$ cat src/rtl/sim_finish_pkg.sv
// -----------------------------------------------------------------------------
// sim_finish_pkg
// Shared definitions for the simulation finish controller:
//   CNT_W    - width of every cycle / hold / drain counter
//   state_e  - 3-bit FSM state encoding, also driven out on sim_finish_ctrl.state
//   is_armed - true in the states where the monitor is actively counting
// -----------------------------------------------------------------------------
package sim_finish_pkg;

    localparam int CNT_W = 32;

    typedef enum logic [2:0] {
        ST_IDLE  = 3'd0,
        ST_WAIT  = 3'd1,
        ST_HOLD  = 3'd2,
        ST_DRAIN = 3'd3,
        ST_PASS  = 3'd4,
        ST_FAIL  = 3'd5
    } state_e;

    function automatic logic is_armed(input state_e s);
        return (s == ST_WAIT) || (s == ST_HOLD) || (s == ST_DRAIN);
    endfunction

endpackage

$ cat src/rtl/sim_finish_ctrl_timer.sv
// -----------------------------------------------------------------------------
// sim_finish_timer
// Loadable, saturating up-counter with synchronous clear and a compare-equal
// flag. It is used for the hold/drain phase count and for the armed-cycle
// watchdog.
// Priority on each edge: clr > load > inc. Once the counter reaches all-ones
// it stays there.
// Ports:
//   clk      in   clock, rising edge
//   rstn     in   asynchronous active-low reset, clears the count
//   clr      in   synchronous clear to zero
//   load     in   synchronous load of load_val
//   load_val in   value for load
//   inc      in   count up by one (saturating)
//   cmp_val  in   compare value
//   cnt      out  current count
//   eq       out  cnt == cmp_val
// -----------------------------------------------------------------------------
module sim_finish_timer
    import sim_finish_pkg::*;
#(
    parameter int W = CNT_W
) (
    input  logic         clk,
    input  logic         rstn,
    input  logic         clr,
    input  logic         load,
    input  logic [W-1:0] load_val,
    input  logic         inc,
    input  logic [W-1:0] cmp_val,
    output logic [W-1:0] cnt,
    output logic         eq
);

    logic [W-1:0] cnt_q;
    logic [W-1:0] cnt_d;

    always_comb begin
        cnt_d = cnt_q;
        if (clr) begin
            cnt_d = '0;
        end else if (load) begin
            cnt_d = load_val;
        end else if (inc && (cnt_q != {W{1'b1}})) begin
            cnt_d = cnt_q + W'(1);
        end
    end

    always_ff @(posedge clk or negedge rstn) begin
        if (!rstn) begin
            cnt_q <= '0;
        end else begin
            cnt_q <= cnt_d;
        end
    end

    assign cnt = cnt_q;
    assign eq  = (cnt_q == cmp_val);

endmodule

$ cat src/rtl/sim_finish_ctrl.sv
// -----------------------------------------------------------------------------
// sim_finish_ctrl
// Watches a set of per-channel "done" indications and decides when a
// simulation has finished: all participating channels must report done for
// HOLD_CYC consecutive cycles, then DRAIN_CYC more cycles elapse before PASS.
// An optional watchdog forces FAIL after TIMEOUT_CYC armed cycles.
//
// Build option: define SIM_FINISH_CALL_EN to have the block print a one-line
// PASS/FAIL message and call $finish itself on the edge entering PASS or FAIL.
// Without it the block only drives its outputs.
//
// Ports:
//   clk         in   clock, rising edge
//   rstn        in   asynchronous active-low reset
//   en          in   arms the monitor; low returns to IDLE (except PASS/FAIL)
//   in          in   [NO_SIG] per-channel done indications
//   mask        in   [NO_SIG] 1 = channel participates
//   done_flags  out  [NO_SIG] registered per-channel flags
//   state       out  [3] current FSM state (sim_finish_pkg::state_e)
//   finish      out  high in PASS or FAIL
//   pass        out  high in PASS
//   timeout     out  high in FAIL
//   cyc_cnt     out  [32] armed-cycle count, saturating
//
// state | meaning
// ------+---------------------------------------------------------------
// IDLE  | not armed, flags and counters held at zero
// WAIT  | armed, waiting for all participating channels to be done
// HOLD  | all done seen, counting consecutive all-done cycles
// DRAIN | hold met, letting the run settle for DRAIN_CYC cycles
// PASS  | terminal success, left only by reset
// FAIL  | terminal watchdog expiry, left only by reset
// -----------------------------------------------------------------------------
module sim_finish_ctrl
    import sim_finish_pkg::*;
#(
    parameter int NO_SIG      = 1,
    parameter int HOLD_CYC    = 1,
    parameter int DRAIN_CYC   = 0,
    parameter int TIMEOUT_CYC = 0,
    parameter int STICKY      = 1
) (
    input  logic              clk,
    input  logic              rstn,
    input  logic              en,
    input  logic [NO_SIG-1:0] in,
    input  logic [NO_SIG-1:0] mask,
    output logic [NO_SIG-1:0] done_flags,
    output logic [2:0]        state,
    output logic              finish,
    output logic              pass,
    output logic              timeout,
    output logic [31:0]       cyc_cnt
);

    // Compare targets are "count - 1" because the transition edge is the
    // one on which the counter would reach the required number of cycles.
    localparam logic [CNT_W-1:0] HOLD_TGT  = CNT_W'(HOLD_CYC - 1);
    localparam logic [CNT_W-1:0] DRAIN_TGT = (DRAIN_CYC > 0) ? CNT_W'(DRAIN_CYC - 1) : '0;
    localparam logic [CNT_W-1:0] TO_TGT    = (TIMEOUT_CYC > 0) ? CNT_W'(TIMEOUT_CYC - 1) : '0;

    state_e            state_q;
    state_e            state_d;
    logic [NO_SIG-1:0] done_flags_q;
    logic [NO_SIG-1:0] done_flags_d;

    logic              armed;
    logic              all_done;
    logic              hold_ok;

    logic              phase_clr;
    logic              phase_load;
    logic [CNT_W-1:0]  phase_cmp;
    logic [CNT_W-1:0]  phase_cnt_unused;
    logic              phase_eq;

    logic              wd_clr;
    logic [CNT_W-1:0]  wd_cnt;
    logic              wd_eq;
    logic              wd_hit;

    assign armed    = is_armed(state_q);
    assign all_done = (&(done_flags_q | ~mask)) && (|mask);
    assign hold_ok  = (state_q == ST_HOLD) && all_done;

    // Per-channel flags
    always_comb begin
        done_flags_d = done_flags_q;
        if ((state_q == ST_IDLE) || (armed && !en)) begin
            done_flags_d = '0;
        end else if (STICKY != 0) begin
            done_flags_d = done_flags_q | in;
        end else begin
            done_flags_d = in;
        end
    end

    always_ff @(posedge clk or negedge rstn) begin
        if (!rstn) begin
            done_flags_q <= '0;
        end else begin
            done_flags_q <= done_flags_d;
        end
    end

    // HOLD and DRAIN never overlap, so one counter serves both phases. It
    // runs only while an uninterrupted hold or a drain is in progress and is
    // reloaded with zero on the HOLD->DRAIN edge so the drain starts fresh.
    assign phase_clr  = !en || !(hold_ok || (state_q == ST_DRAIN));
    assign phase_load = hold_ok && phase_eq;
    assign phase_cmp  = (state_q == ST_DRAIN) ? DRAIN_TGT : HOLD_TGT;

    sim_finish_timer #(
        .W (CNT_W)
    ) u_phase_timer (
        .clk      (clk),
        .rstn     (rstn),
        .clr      (phase_clr),
        .load     (phase_load),
        .load_val ('0),
        .inc      (1'b1),
        .cmp_val  (phase_cmp),
        .cnt      (phase_cnt_unused),
        .eq       (phase_eq)
    );

    // Armed-cycle counter doubling as the watchdog
    assign wd_clr = (state_q == ST_IDLE) || (armed && !en);

    sim_finish_timer #(
        .W (CNT_W)
    ) u_wd_timer (
        .clk      (clk),
        .rstn     (rstn),
        .clr      (wd_clr),
        .load     (1'b0),
        .load_val ('0),
        .inc      (armed),
        .cmp_val  (TO_TGT),
        .cnt      (wd_cnt),
        .eq       (wd_eq)
    );

    assign wd_hit = (TIMEOUT_CYC > 0) && wd_eq;

    // FSM: state register
    always_ff @(posedge clk or negedge rstn) begin
        if (!rstn) begin
            state_q <= ST_IDLE;
        end else begin
            state_q <= state_d;
        end
    end

    // FSM: next state
    always_comb begin
        state_d = state_q;
        unique case (state_q)
            ST_IDLE:  if (en) state_d = ST_WAIT;
            ST_WAIT:  if (all_done) state_d = ST_HOLD;
            ST_HOLD: begin
                if (!all_done) begin
                    state_d = ST_WAIT;
                end else if (phase_eq) begin
                    state_d = (DRAIN_CYC == 0) ? ST_PASS : ST_DRAIN;
                end
            end
            ST_DRAIN: if (phase_eq) state_d = ST_PASS;
            ST_PASS:  state_d = ST_PASS;
            ST_FAIL:  state_d = ST_FAIL;
            default:  state_d = ST_IDLE;
        endcase
        // Disarm wins over everything; a same-edge PASS beats the watchdog.
        if (armed) begin
            if (!en) begin
                state_d = ST_IDLE;
            end else if (wd_hit && (state_d != ST_PASS)) begin
                state_d = ST_FAIL;
            end
        end
    end

    // FSM: outputs
    always_comb begin
        finish  = 1'b0;
        pass    = 1'b0;
        timeout = 1'b0;
        unique case (state_q)
            ST_PASS: begin
                finish = 1'b1;
                pass   = 1'b1;
            end
            ST_FAIL: begin
                finish  = 1'b1;
                timeout = 1'b1;
            end
            default: ;
        endcase
    end

    assign state      = state_q;
    assign done_flags = done_flags_q;
    assign cyc_cnt    = wd_cnt;

`ifdef SIM_FINISH_CALL_EN
    // The entry edge is itself an armed cycle, so the reported count is the
    // value cyc_cnt takes on that edge.
    always @(posedge clk) begin
        if (rstn && (state_d != state_q) &&
            ((state_d == ST_PASS) || (state_d == ST_FAIL))) begin
            $display("sim_finish_ctrl: %s cyc_cnt=%0d",
                     (state_d == ST_PASS) ? "PASS" : "FAIL",
                     (wd_cnt == {CNT_W{1'b1}}) ? wd_cnt : wd_cnt + CNT_W'(1));
            $finish;
        end
    end
`endif

endmodule

$ cat config.mk
export PLATFORM = sky130hd
export DESIGN_NAME = sim_finish_ctrl
export DESIGN_NICKNAME = d
export VERILOG_FILES = /design/src/rtl/sim_finish_pkg.sv /design/src/rtl/sim_finish_ctrl_timer.sv /design/src/rtl/sim_finish_ctrl.sv
export SDC_FILE = /design/constraint.sdc
export NUM_CORES = 1
export LEC_CHECK = 0
export CAP_MARGIN = 25
export CELL_PAD_IN_SITES_DETAIL_PLACEMENT = 1
export CELL_PAD_IN_SITES_GLOBAL_PLACEMENT = 1
export CORE_UTILIZATION = 44
export CTS_CLUSTER_DIAMETER = 80
export CTS_CLUSTER_SIZE = 16
export DETAILED_ROUTE_END_ITERATION = 16
export DONT_BUFFER_PORTS = 1
export PLACE_DENSITY = 0.86
export RECOVER_POWER = 100
export SLEW_MARGIN = 10
export SYNTH_ARGS = -nofsm -noshare
export SYNTH_HDL_FRONTEND = slang
export SYNTH_SLANG_ARGS = --single-unit
$ cat constraint.sdc
create_clock -name clk -period 2.1 [get_ports clk]
set_clock_uncertainty 0.1 [all_clocks]
set_input_delay 0.525 -clock clk [delete_from_list [all_inputs] [get_ports clk]]
set_output_delay 0.525 -clock clk [all_outputs]
set_load 0.01 [all_outputs]
==> results.txt <==
Status: complete, but fails checks
Failing checks: negative hold slack, negative setup slack
Antenna Diode Count: 0
Count leader, synth: dfrtp_1
Initial drt markers: 769
Critical path data arrival time: 2730 ps
IO buf count: 0
Met3 Use GR: 0.1051
Setup_tns: -13,570 ps
GR Overflow Total: 0
Drt first pass iters: 6
Mapped Cells: 447
Starting Density: 0.4513
Cell Rows: 34
Final Instance Area: 0.006128 mm2
Sequential cell area: 0.001714 mm2
CP endpoint kind: flip-flop
Syn nets: 455
Clk_lat worst skew: 400 ps
R2R depth: 9
RSZ-0062 raised after global routing: true
Drc violations: 0
Ys async rst share: 1.000
Avg Vias per Cell: 7.785
Via count: 5,255
CTS tree: done
Busiest grt layer: met2
CP cell instances: ha_2 -> and4_4 -> nand4_1 -> nor3_4 -> buf_12 -> buf_12 -> buf_12 -> nor4_1 -> o21a_1
Pleak: 2.411 nW
CP required: 2300 ps
Tcrit/Tclk final: 1.203
Routed wire length: 24,290 um
CTS clk-pin slew, worst paths: 100 ps
Global routing met1 resource utilization: 0.4719
Synth top area share: 0.4345
Average wire per standard cell: 35.99 um
CTS Buf Count: 9
Top cells by count, synth: dfrtp_1 (68), a21oi_1 (41), nor2_1 (32)
EDFF count, synth: 0
Final ANT Viol Nets: 0
Max cap viols: 0
H-tree level count: 3
Hold Slack: -294.2 ps
Worst Hold Class: primary input to async pin
Synth unique cells: 47
Synthesized area: 0.003916 mm2
Total power: 2.822 mW
Largest net degree at the start of global routing: 69
Routability Congestion: 0.8648
Root Driver: clkbuf_8
Antenna violations before repair: 0
Rel. slew slack: 0.6250
GR Layer Usage met2: 0.6625
Vias in the first global route: 4,935
Area taken by multi-input logic gates: 0.002912 mm2
CTS Sinks: 68
Final worst slack: -425.9 ps
Cell accounting for the most synthesized area: dfrtp_1
First-pass GRT wire length: 27,510 um
P per Cell Area: 460.5 mW/mm2
Most common cell on crit path: buf_12
Layout cell share with drive strength beyond 1: 0.4921
All-Layer GR Usage: 0.4039
Die ar.: 0.009281 mm2
Top cells by area, synth: dfrtp_1 (43%), a21oi_1 (5.2%), nand4_1 (4.3%), or3_1 (4.2%), o21ai_0 (3.5%)
Core footprint: 0.008678 mm2
Crit Path Max Fanout: 6
Worst setup SP type: flip-flop
DP Wirelength: 9092 um
Flops & latches, synth: 68
Synth warn: 0
Minimum clock period: 2526 ps
Final setup viols: 68
Die Height: 96.34 um
Die width: 96.34 um
Critical setup path kind: flip-flop to flip-flop
Layout Nets: 570
Max-slew violations: 0
Cell count after placement: 607
Fmax: 0.3959 GHz
Fillers: 903
Clk buf depth: 2
Most used DFF post-synth: dfrtp_1
I/O Pins: 44
Synth-to-layout area growth: 56.49%
Worst vdd ir: 590.1 uV
Syn_area_per_cell: 8.761 um2
Slew @ Worst Pin: 557.4 ps
Placed cell area: 0.004593 mm2
CP max-delay cell: dfrtp_1
Register area share after synthesis: 0.4345
Worst path max stage delay: 480 ps
Hold Vio Cnt, Final: 68
Non-filler instance count after layout: 675
cell usage in the layout (no fill, tap or decap), types with 4 or more instances in the layout:
master	n
and4_1	6
o21ai_0	19
or3_4	16
nand2_2	6
or4_4	14
nand3_1	17
or2_2	5
o31ai_1	8
nand3_2	4
buf_12	7
o21ai_2	4
clkbuf_8	10
buf_4	79
nand4_1	27
clkbuf_1	18
and2_1	4
nor2_4	8
o211ai_1	4
or3_1	10
nor4_4	9
xnor2_1	13
dfrtp_2	10
nor4_2	6
nand3_4	4
buf_6	19
and3_1	5
dfrtp_1	58
a21oi_2	25
nor2_1	21
nand2_1	23
a21oi_1	13
inv_1	9
or4_1	4
critical path, delay by kind of cell (launching register included):
kind                       cells  cell delay, ps
AOI/OAI and AO/OA              1             280
adders and majority gates      1             220
buffers and inverters          3             400
DFF                            1             480
and+or+nand+nor                4             940
registers in the layout, indices dropped and copies added (netlist names):
register,cells
u_phase_timer.cnt,32
u_wd_timer.cnt,32
state,3
done_flags,1
through the flow:
step | util | worst slack (ps)
after detailed placement | 0.5293 | -129.4
after CTS | 0.6113 | -93.26
after global routing | 0.7062 | -759.0
after global placement | 0.5293 | -8.161
after floorplan | - | -84.85
final | 0.7062 | -425.9
layout make-up:
type	instances	area share
well taps	108	0.02205
inverters	11	0.007146
clock inverters	6	0.01817
multi-input cells	345	0.4751
flip-flops and latches	68	0.2797
clock buffers	10	0.02246
repair buffers	127	0.1754
power by group:
part / leakage [nW] / switching (mW) / internal (mW)
Sequential: 0.919 / 0.00281 / 1.31
Clock: 0.122 / 0.657 / 0.822
Combinational: 1.37 / 0.0203 / 0.00961
Total: 2.41 / 0.680 / 2.14
what timing repair did:
item / in CTS / in global routing
pin swaps: 15 / 62
endpoints found under the setup margin: 35 / 64
endpoints found under the hold margin: 68 / 68
cloned: 4 / 3
resized for setup: 50 / 169
buffers inserted: 17 / 35
worst paths after layout:
kind / to / slack, ps / from
max reg2reg: u_wd_timer.cnt[10]$_DFFE_PN0P_ / -430 / u_wd_timer.cnt[0]$_DFFE_PN0P_
max: u_wd_timer.cnt[10]$_DFFE_PN0P_ / -430 / u_wd_timer.cnt[0]$_DFFE_PN0P_
max in group asynchronous: u_phase_timer.cnt[1]$_DFFE_PN0P_ / 2040 / rstn
min in group clk: done_flags$_DFF_PN0_ / 190 / in
min reg2reg: done_flags$_DFF_PN0_ / 530 / done_flags$_DFF_PN0_
min: u_wd_timer.cnt[1]$_DFFE_PN0P_ / -290 / rstn
kinds of logic (layout without fill, tap and decap cells):
kind of cell	count (synthesis)	count (layout)	synth area share
fa+ha+maj	4	4	0.01214
simple gates	218	218	0.3173
compound gates	104	105	0.1581
flops	68	68	0.4345
mux	1	1	0.002556
buf+inv	35	154	0.03738
xor+xnor	17	17	0.03802
metal layers:
layer / up-vias / wire [um]
li1: 1925 / -
met1: 2495 / 8392
met2: 601 / 10420
met3: 230 / 3289
met4: 4 / 2130
met5: - / 62
(Power assumes the default switching activity.)
